File: src/rtl/usb_pkg.sv
// Shared USB definitions: ULPI transmit state encoding, PID values and
// the TX CMD byte layout used by the link-side transmitter.
package usb_pkg;

  typedef enum logic [2:0] {
    IDLE,
    CMD,
    DATA,
    STOP,
    ABORT
  } ulpi_tx_state_t;

  localparam logic [3:0] PID_OUT   = 4'h1;
  localparam logic [3:0] PID_ACK   = 4'h2;
  localparam logic [3:0] PID_DATA0 = 4'h3;
  localparam logic [3:0] PID_SOF   = 4'h5;
  localparam logic [3:0] PID_IN    = 4'h9;
  localparam logic [3:0] PID_NAK   = 4'hA;
  localparam logic [3:0] PID_DATA1 = 4'hB;
  localparam logic [3:0] PID_SETUP = 4'hD;
  localparam logic [3:0] PID_STALL = 4'hE;

  localparam logic [1:0] TXCMD_PREFIX = 2'b01;

  // TX CMD byte: command prefix, two reserved zero bits, then the PID.
  function automatic logic [7:0] txcmd_byte(input logic [1:0] prefix,
                                            input logic [3:0] pid);
    return {prefix, 2'b00, pid};
  endfunction

endpackage

File: src/rtl/ulpi_beat_detect.sv
// Rising-edge detector on the oversampled ULPI clock; one beat per
// ulpi_clk period in the clk domain.
module ulpi_beat_detect (
  input  logic clk,
  input  logic rst,
  input  logic ulpi_clk,
  output logic beat
);

  logic ulpi_clk_q;

  always_ff @(posedge clk) begin
    if (rst) begin
      ulpi_clk_q <= 1'b0;
    end else begin
      ulpi_clk_q <= ulpi_clk;
    end
  end

  assign beat = ulpi_clk & ~ulpi_clk_q;

endmodule

File: src/rtl/usb_ulpi_tx.sv
// Link-side ULPI transmitter: TX CMD, paced payload bytes and stp, with
// the bus surrendered as soon as the PHY claims it through dir.
module usb_ulpi_tx
  import usb_pkg::*;
#(
  parameter logic [1:0] TXCMD_PREFIX = usb_pkg::TXCMD_PREFIX
) (
  input  logic       clk,
  input  logic       rst,
  input  logic       ulpi_clk,
  input  logic       dir,
  input  logic       nxt,
  input  logic       tx_start,
  input  logic [3:0] tx_pid,
  input  logic       tx_pid_only,
  input  logic [7:0] tx_data,
  input  logic       tx_valid,
  input  logic       tx_last,
  output logic       tx_ready,
  output logic [7:0] data_out,
  output logic       data_oe,
  output logic       stp,
  output logic       tx_busy,
  output logic       tx_done,
  output logic       tx_abort,
  output logic       tx_err
);

  ulpi_tx_state_t state;
  logic           beat;
  logic           pending;
  logic [3:0]     pid_q;
  logic           pid_only_q;

  ulpi_beat_detect u_beat (
    .clk      (clk),
    .rst      (rst),
    .ulpi_clk (ulpi_clk),
    .beat     (beat)
  );

  // A PHY turnaround in any driving state wins over whatever the beat
  // would have done; the request is only retired once the bus is back.
  always_ff @(posedge clk) begin
    if (rst) begin
      state      <= IDLE;
      pending    <= 1'b0;
      pid_q      <= 4'h0;
      pid_only_q <= 1'b0;
      tx_done    <= 1'b0;
      tx_abort   <= 1'b0;
      tx_err     <= 1'b0;
    end else begin
      tx_done  <= 1'b0;
      tx_abort <= 1'b0;
      tx_err   <= 1'b0;
      case (state)
        IDLE: begin
          if (tx_start && !pending) begin
            pending    <= 1'b1;
            pid_q      <= tx_pid;
            pid_only_q <= tx_pid_only;
          end
          if (beat && pending && !dir) begin
            state <= CMD;
          end
        end
        CMD: begin
          if (dir) begin
            state    <= ABORT;
            tx_abort <= 1'b1;
          end else if (beat && nxt) begin
            state <= pid_only_q ? STOP : DATA;
          end
        end
        DATA: begin
          if (dir) begin
            state    <= ABORT;
            tx_abort <= 1'b1;
          end else if (beat && nxt) begin
            if (!tx_valid) begin
              tx_err <= 1'b1;
              state  <= STOP;
            end else if (tx_last) begin
              state <= STOP;
            end
          end
        end
        STOP: begin
          if (dir) begin
            state    <= ABORT;
            tx_abort <= 1'b1;
          end else if (beat) begin
            state   <= IDLE;
            pending <= 1'b0;
            tx_done <= 1'b1;
          end
        end
        ABORT: begin
          if (!dir) begin
            state   <= IDLE;
            pending <= 1'b0;
          end
        end
        default: state <= IDLE;
      endcase
    end
  end

  always_comb begin
    data_out = 8'h00;
    data_oe  = 1'b0;
    stp      = 1'b0;
    case (state)
      CMD: begin
        data_out = txcmd_byte(TXCMD_PREFIX, pid_q);
        data_oe  = 1'b1;
      end
      DATA: begin
        data_out = tx_data;
        data_oe  = 1'b1;
      end
      STOP: begin
        stp     = 1'b1;
        data_oe = 1'b1;
      end
      default: ;
    endcase
  end

  assign tx_ready = (state == DATA) && beat && nxt && tx_valid;
  assign tx_busy  = pending || (state != IDLE);

endmodule

File: config.mk
export PLATFORM = sky130hd
export DESIGN_NAME = usb_ulpi_tx
export DESIGN_NICKNAME = d
export VERILOG_FILES = /design/src/rtl/usb_pkg.sv /design/src/rtl/ulpi_beat_detect.sv /design/src/rtl/usb_ulpi_tx.sv
export SDC_FILE = /design/constraint.sdc
export NUM_CORES = 1
export LEC_CHECK = 0
export ABC_AREA = 1
export CAP_MARGIN = 20
export CORE_MARGIN = 2
export CORE_UTILIZATION = 35
export CTS_CLUSTER_SIZE = 14
export DETAILED_ROUTE_END_ITERATION = 12
export GPL_TIMING_DRIVEN = 0
export PLACE_DENSITY = 0.73
export SLEW_MARGIN = 15
export SYNTH_ARGS = -nofsm -noshare
export SYNTH_HDL_FRONTEND = slang
export SYNTH_SLANG_ARGS = --single-unit
File: constraint.sdc
create_clock -name clk -period 1.35 [get_ports clk]
set_input_delay 0.3375 -clock clk [delete_from_list [all_inputs] [get_ports clk]]
set_output_delay 0.3375 -clock clk [all_outputs]
set_load 0.01 [all_outputs]
==> metrics.md, run 1 <==
| Metric | Value |
|---|---|
| Slowest cell on the critical path | dfxtp_4 |
| Max-slew headroom | 81.3% |
| Syn nets | 123 |
| WL/cell | 13.3 um |
| Residual DRC count | 0 |
| Worst-path clk slew | 0.10 ns |
| Post-DR vias/cell | 4.98 |
| Kind of start point of the critical path | register |
| CTS hold repair buffers | 0 |
| Slew Viols, Final | 0 |
| Die Ht | 48.0 um |
| Area Overhead vs Synth | 82.5% |
| Actual slew at the worst max-slew pin | 0.278 ns |
| Sequential fraction of the synthesis area | 38.4% |
| Syn avg cell area | 6.65 um^2 |
| Grt peak-use layer | met2 |
| Fin nets | 179 |
| Via count of the first global-routing pass | 828 |
| Post-synth EDFFs | 0 |
| Detailed Route WL | 2430 um |
| Crit end category | output pin |
| Grt ovf | 0 |
| Post-synth cell types | 16 |
| Met3 GRT Util | 3.40% |
| Starting Density | 38.0% |
| Synthesis Warnings | 0 |
| Setup-failing EPs final | 14 |
| Worst-skew pair later-pin latency | 0.28 ns |
| FMAX | 606 MHz |
| Routed via count | 907 |
| Clk root buf | clkbuf_4 |
| Final worst setup slack | -0.300 ns |
| CP most frequent cell | inv_4 |
| Num ports | 36 |
| Failing checks | setup timing |
| Syn Inst Count | 102 |
| Global-route met1 utilization | 24.9% |
| Max-cap viol count | 0 |
| Final ANT Viol Nets | 0 |
| Worst endpoint data arrival time | 1.31 ns |
| Pre-antenna DRT Iters | 4 |
| Clock sink count | 13 |
| Iter 0 DRT Violations | 24 |
| Setup CP Type | reg2out |
| Hold Vio Cnt, Final | 0 |
| Largest net degree at the start of global routing | 10 |
| First-pass GRT wire length | 3450 um |
| Minimum clock period after layout | 1.65 ns |
| Layout Cells excl Fill | 182 |
| Initial antenna violation count | 0 |
| CTS tree | yes |
| Share of layout cells above drive strength 1 | 38.2% |
| Synth Register Bits | 13 |
| Placed Instances | 162 |
| Crit-path max FO | 5 |
| CP peak stage delay | 0.38 ns |
| Async SR Flop Fraction | 0% |
| IO Port Bufs | 35 |
| Post-synthesis cell area | 678 um^2 |
| Number of placement rows | 15 |
| TritonCTS buffer count | 3 |
| Leak Pwr | 0.604 nW |
| Met2 Resource Use GR | 37.6% |
| Setup Skew | 0.0133 ns |
| Diode count | 0 |
| Class of the worst hold path | reg2reg |
| Die Footprint | 2310 um^2 |
| Critical-path cell list | inv_4 > nand3_4 > inv_4 > buf_6 > a22o_1 > buf_2 |
| Most used DFF post-synth | dfxtp_1 |
| Cell Pwr Density | 1920 nW/um^2 |
| Outcome | complete, but fails checks |
| RSZ-0062 raised after global routing | yes |
| Final GP Congestion | 0.835 |
| Longest Clk Path Bufs | 2 |
| Die Span X | 48.0 um |
| Fin util | 69.4% |
| HPWL Detailed | 1430 um |
| Global Route Usage Sum | 21.7% |
| Required time worst endpoint | 1.01 ns |
| Max VDD drop | 0.00110 V |
| Core area | 1780 um^2 |
| H-tree Lvls | 1 |
| Period utilization | 122% |
| Filler instances | 132 |
## cell families (layout without fill, tap and decap cells)
| group | Yosys count | in the layout | share of synthesized area [%] |
|---|---|---|---|
| AOI/OAI and AO/OA | 17 | 17 | 15.5 |
| buffers and inverters | 17 | 72 | 9.41 |
| DFF | 13 | 13 | 38.4 |
| and+or+nand+nor | 55 | 55 | 36.7 |
## worst max-delay path, delay by kind of cell, from the launching register on
| family | cells | cell delay [ns] |
|---|---|---|
| simple gates | 1 | 0.09 |
| flops | 1 | 0.38 |
| buf+inv | 4 | 0.37 |
| compound gates | 1 | 0.20 |
## registers in the layout, summed over array words and instances, names as in the netlist
register / cells
pending: 1
pid_only_q: 1
pid_q: 4
state: 3
tx_abort: 1
tx_done: 1
tx_err: 1
u_beat.ulpi_clk_q: 1
## worst paths after layout
check	cells past startpoint	from	end	slack [ns]
setup / recovery	6	state[0]	data_out[0]	-0.30
setup reg to reg	10	state[0]	state[0]	-0.02
hold reg to reg	2	pid_q[3]	pid_q[3]	0.49
hold / removal	2	pid_q[3]	pid_q[3]	0.49
## area by class of cell
| cell class | instances | area [um^2] | share of cell area [%] |
|---|---|---|---|
| Inverter | 17 | 76.3 | 6.17 |
| Sequential cell | 13 | 272 | 21.9 |
| Timing Repair Buffer | 51 | 422 | 34.1 |
| Tap cell | 25 | 31.3 | 2.53 |
| Clock buffer | 4 | 26.3 | 2.12 |
| Multi-Input combinational cell | 72 | 410 | 33.2 |
## routing by layer
| metal | part of all wire (%) | wire length [um] |
|---|---|---|
| met3 | 8.0 | 195 |
| met1 | 40 | 978 |
| met4 | 3.1 | 76 |
| met2 | 48 | 1180 |
| met5 | 0 | 0 |
## cell usage in the layout (no fill, tap or decap)
master and instances:
buf_4 13, inv_4 5, a21oi_2 1, a31oi_1 1
nor3_4 1, nand3_4 2, o21ai_0 6, nor2_1 21
nand2_1 14, inv_2 5, nor2_2 3, dfxtp_1 10
nor4_1 1, nor3_1 2, inv_1 7, clkdlybuf4s15_2 1
buf_6 3, a21oi_1 4, o21ai_1 1, clkdlybuf4s50_1 18
clkbuf_4 3, nand2_2 4, nand3_1 2, nand3_2 3
a22o_1 4, dfxtp_4 3, buf_2 11, nor2_4 2
clkbuf_1 1, dlygate4sd2_1 5
## cells in the mapped netlist, types with 2 or more instances
cell type  number  area share (%)
a21oi_1         4             3.0
a22o_1          4             5.2
dfxtp_1        13              38
inv_1          12             6.6
inv_2           5             2.8
nand2_1        16             8.9
nand2_2         2             1.8
nand3_1         4             3.0
nand3_2         3             4.4
nor2_1         23              13
nor2_2          3             2.8
nor3_1          3             2.2
o21ai_0         7             5.2
## through the flow
step	hold slack [ns]	cell area, um^2	setup WS [ns]	TNS (ns)	power (mW)
5_1_grt	0.498	1240	-0.328	-3.11	2.55
3_5_place_dp	0.470	1060	-0.777	-6.33	1.72
3_3_place_gp	0.456	1060	-0.788	-6.12	1.69
2_1_floorplan	0.407	678	0.0483	0	1.25
6_report	0.492	1240	-0.300	-2.40	2.38
4_1_cts	0.476	1190	-0.242	-1.92	2.20
## power breakdown
group	leakage (nW)	internal [mW]	total [mW]	switching, mW
logic	0.480	0.702	1.53	0.828
registers	0.109	0.506	0.592	0.0859
clock network	0.0150	0.114	0.253	0.139
## timing repair
action | in CTS | in global routing
gates resized for setup | 79 | 5
pin swaps | 8 | 4
buffers inserted | 12 | 4
setup endpoints to repair | 17 | 19
Power figures use the tool's default switching activity.
==> run 2, diff against run 1 <==
Settings changed: GPL_TIMING_DRIVEN 0 to unset.
==> run 2 against run 1 <==
Against the previous run:
- worst setup slack improved by 0.13 ns
- largest power group unchanged
- count of clock-buffer cells in the layout unchanged
- critical path depth decreased by 1
- the run still ends with setup timing left
- highest routed layer unchanged
==> metrics.md, run 2 (synthesis gave the netlist of run 1 again) <==
| Metric | Value |
|---|---|
| CTS hold repair buffers | 0 (unchanged) |
| Setup_tns | -1.74 ns (was -2.40 ns) |
| Slew Viols, Final | 0 (unchanged) |
| Die Footprint | 2310 um^2 (unchanged) |
| Worst-path clk slew | 0.08 ns (was 0.10 ns) |
| Crit path to | data_out[3] (was data_out[0]) |
| IO Port Bufs | 35 (unchanged) |
| Longest Clk Path Bufs | 2 (unchanged) |
| TritonCTS buffer count | 3 (unchanged) |
| Pre-antenna DRT Iters | 4 (unchanged) |
| FMAX | 656 MHz (was 606 MHz) |
| Biggest register | pid_q (unchanged) |
| Critical path startpoint | state[0] (unchanged) |
| Leak Pwr | 0.686 nW (was 0.604 nW) |
| Core area | 1780 um^2 (unchanged) |
| WL/cell | 13.2 um (was 13.3 um) |
| Routed via count | 960 (was 907) |
| Number of placement rows | 15 (unchanged) |
| Worst endpoint data arrival time | 1.19 ns (was 1.31 ns) |
| Fin nets | 193 (was 179) |
| H-tree Lvls | 1 (unchanged) |
| Reg2Reg Depth | 10 (unchanged) |
| Setup CP Type | reg2out (unchanged) |
| Setup Skew | 0.000335 ns (was 0.0133 ns) |
| Largest net degree at the start of global routing | 8 (was 10) |
| Sw Pwr | 1.11 mW (was 1.05 mW) |
| Actual slew at the worst max-slew pin | 0.246 ns (was 0.278 ns) |
| R2r endpoint | state[1] (was state[0]) |
| Clock power share | 9.4% (was 10.6%) |
| Detailed Route WL | 2580 um (was 2430 um) |
| Hold Vio Cnt, Final | 0 (unchanged) |
| RSZ-0062 raised after global routing | yes (unchanged) |
| Kind of start point of the critical path | register (unchanged) |
| Placed Instances | 183 (was 162) |
| Period utilization | 113% (was 122%) |
| Combinational share of power | 67.7% (was 64.4%) |
| Die Span X | 48.0 um (unchanged) |
| Setup-failing EPs final | 14 (unchanged) |
| Crit-path max FO | 7 (was 5) |
| HPWL Detailed | 1600 um (was 1430 um) |
| Iter 0 DRT Violations | 12 (was 24) |
| Starting Density | 38.0% (unchanged) |
| Grt ovf | 0 (unchanged) |
| CTS tree | yes (unchanged) |
| Layout Cells excl Fill | 196 (was 182) |
| Cell Pwr Density | 1800 nW/um^2 (was 1920 nW/um^2) |
| First-pass GRT wire length | 3370 um (was 3450 um) |
| Max VDD drop | 0.00118 V (was 0.00110 V) |
| Sequential power share | 22.9% (was 24.9%) |
| Crit end category | output pin (unchanged) |
| Via count of the first global-routing pass | 830 (was 828) |
| Max-slew headroom | 83.4% (was 81.3%) |
| Residual DRC count | 0 (unchanged) |
| Global Route Usage Sum | 20.8% (was 21.7%) |
| Final GP Congestion | 0.788 (was 0.835) |
| Regs by FF count | pid_q (4), state (3) (unchanged) |
| Commonest non-fill, non-tap cell in the layout | buf_4 (was nor2_1) |
| Worst-skew pair later-pin latency | 0.27 ns (was 0.28 ns) |
| Minimum clock period after layout | 1.53 ns (was 1.65 ns) |
| Switching Share | 43.7% (was 44.3%) |
| Clock sink count | 13 (unchanged) |
| Largest register FFs | 4 (unchanged) |
| Share of layout cells above drive strength 1 | 45.6% (was 38.2%) |
| Final worst setup slack | -0.175 ns (was -0.300 ns) |
| R2r setup slk | -0.10 ns (was -0.02 ns) |
| Max-cap viol count | 0 (unchanged) |
| Initial antenna violation count | 0 (unchanged) |
| Internal Power | 1.43 mW (was 1.32 mW) |
| Diode count | 0 (unchanged) |
| Failing checks | setup timing (unchanged) |
| Required time worst endpoint | 1.01 ns (about the same) |
| Reg2reg start | state[0] (unchanged) |
| Die Ht | 48.0 um (unchanged) |
| Num ports | 36 (unchanged) |
| Fin util | 78.8% (was 69.4%) |
| Commonest cells after routing, fill and taps aside | buf_4, nor2_1, clkdlybuf4s50_1, nand2_1 (was nor2_1, clkdlybuf4s50_1, nand2_1, buf_4, buf_2) |
| Clk root buf | clkbuf_4 (unchanged) |
| Post-DR vias/cell | 4.90 (was 4.98) |
| Class of the worst hold path | reg2reg (unchanged) |
| Area Overhead vs Synth | 107% (was 82.5%) |
| Final ANT Viol Nets | 0 (unchanged) |
| Outcome | complete, but fails checks (unchanged) |
-- run 2: changes by cell type in the layout (fill, tap and decap cells not counted), moves of 2 or more --
cell     before  now
dfxtp_4       3    1
nor2_1       21   18
nor3_2        0    2
inv_4         5    3
nand3_2       3    0
buf_6         3    8
nor2_4        2    4
dfxtp_2       0    2
nand3_4       2    5
buf_4        13   24
-- run 2: final cells by class --
cell class,count,area (um^2)
repair buffers,65,548
multi-input cells,72,457
fillers,106,378
flip-flops and latches,13,267
inverters,17,76.3
well taps,25,31.3
clock buffers,4,26.3
-- run 2: worst max-delay path, stage by stage (launching register included) --
cell and delay (ns):
dfxtp_2 0.37, inv_2 0.07, nand3_4 0.08, inv_6 0.06
a22o_1 0.20, buf_2 0.13
-- run 2: worst min path at each step --
stage                     from          to  slack, ns  depth (start not counted)
CTS                   pid_q[3]    pid_q[3]       0.49                          2
global placement      pid_q[1]    pid_q[1]       0.47                          2
detailed placement    pid_q[3]    pid_q[3]       0.48                          2
global route        pid_only_q  pid_only_q       0.50                          2
floorplan                  rst    state[2]       0.41                          1
finish                pid_q[3]    pid_q[3]       0.49                          2
-- run 2: timing repair --
| action | 4_1_cts | 5_1_grt |
|---|---|---|
| pin swaps | 11 | 6 |
| hold endpoints to repair | 0 | 0 |
| setup endpoints to repair | 17 | 20 |
| cloned | 0 | 0 |
| gates resized for setup | 73 | 24 |
| buffers inserted | 8 | 3 |
-- run 2: routing by layer --
metal	track usage (%)	up-vias	share of wire (%)
met5	0	-	0
met1	25.3	454	39
met4	6.49	0	1.5
met2	38.1	36	54
met3	1.89	6	5.3
li1	-	464	-
-- run 2: stage by stage --
step / setup slack (ns) / hold WS, ns / power, mW / area, um^2
4_1_cts: -0.158 / 0.492 / 2.26 / 1300
3_3_place_gp: -0.673 / 0.467 / 1.90 / 1220
6_report: -0.175 / 0.492 / 2.54 / 1410
5_1_grt: -0.239 / 0.503 / 2.71 / 1410
3_5_place_dp: -0.718 / 0.478 / 1.92 / 1220
2_1_floorplan: 0.0483 / 0.407 / 1.25 / 678
-- run 2: power groups by stage --
stage / clock, mW / sequential (mW) / combinational, mW
finish: 0.238 / 0.581 / 1.72
global route: 0.259 / 0.587 / 1.86
CTS: 0.246 / 0.574 / 1.44
detailed placement: 0 / 0.556 / 1.37
global placement: 0 / 0.549 / 1.35
floorplan: 0 / 0.553 / 0.700
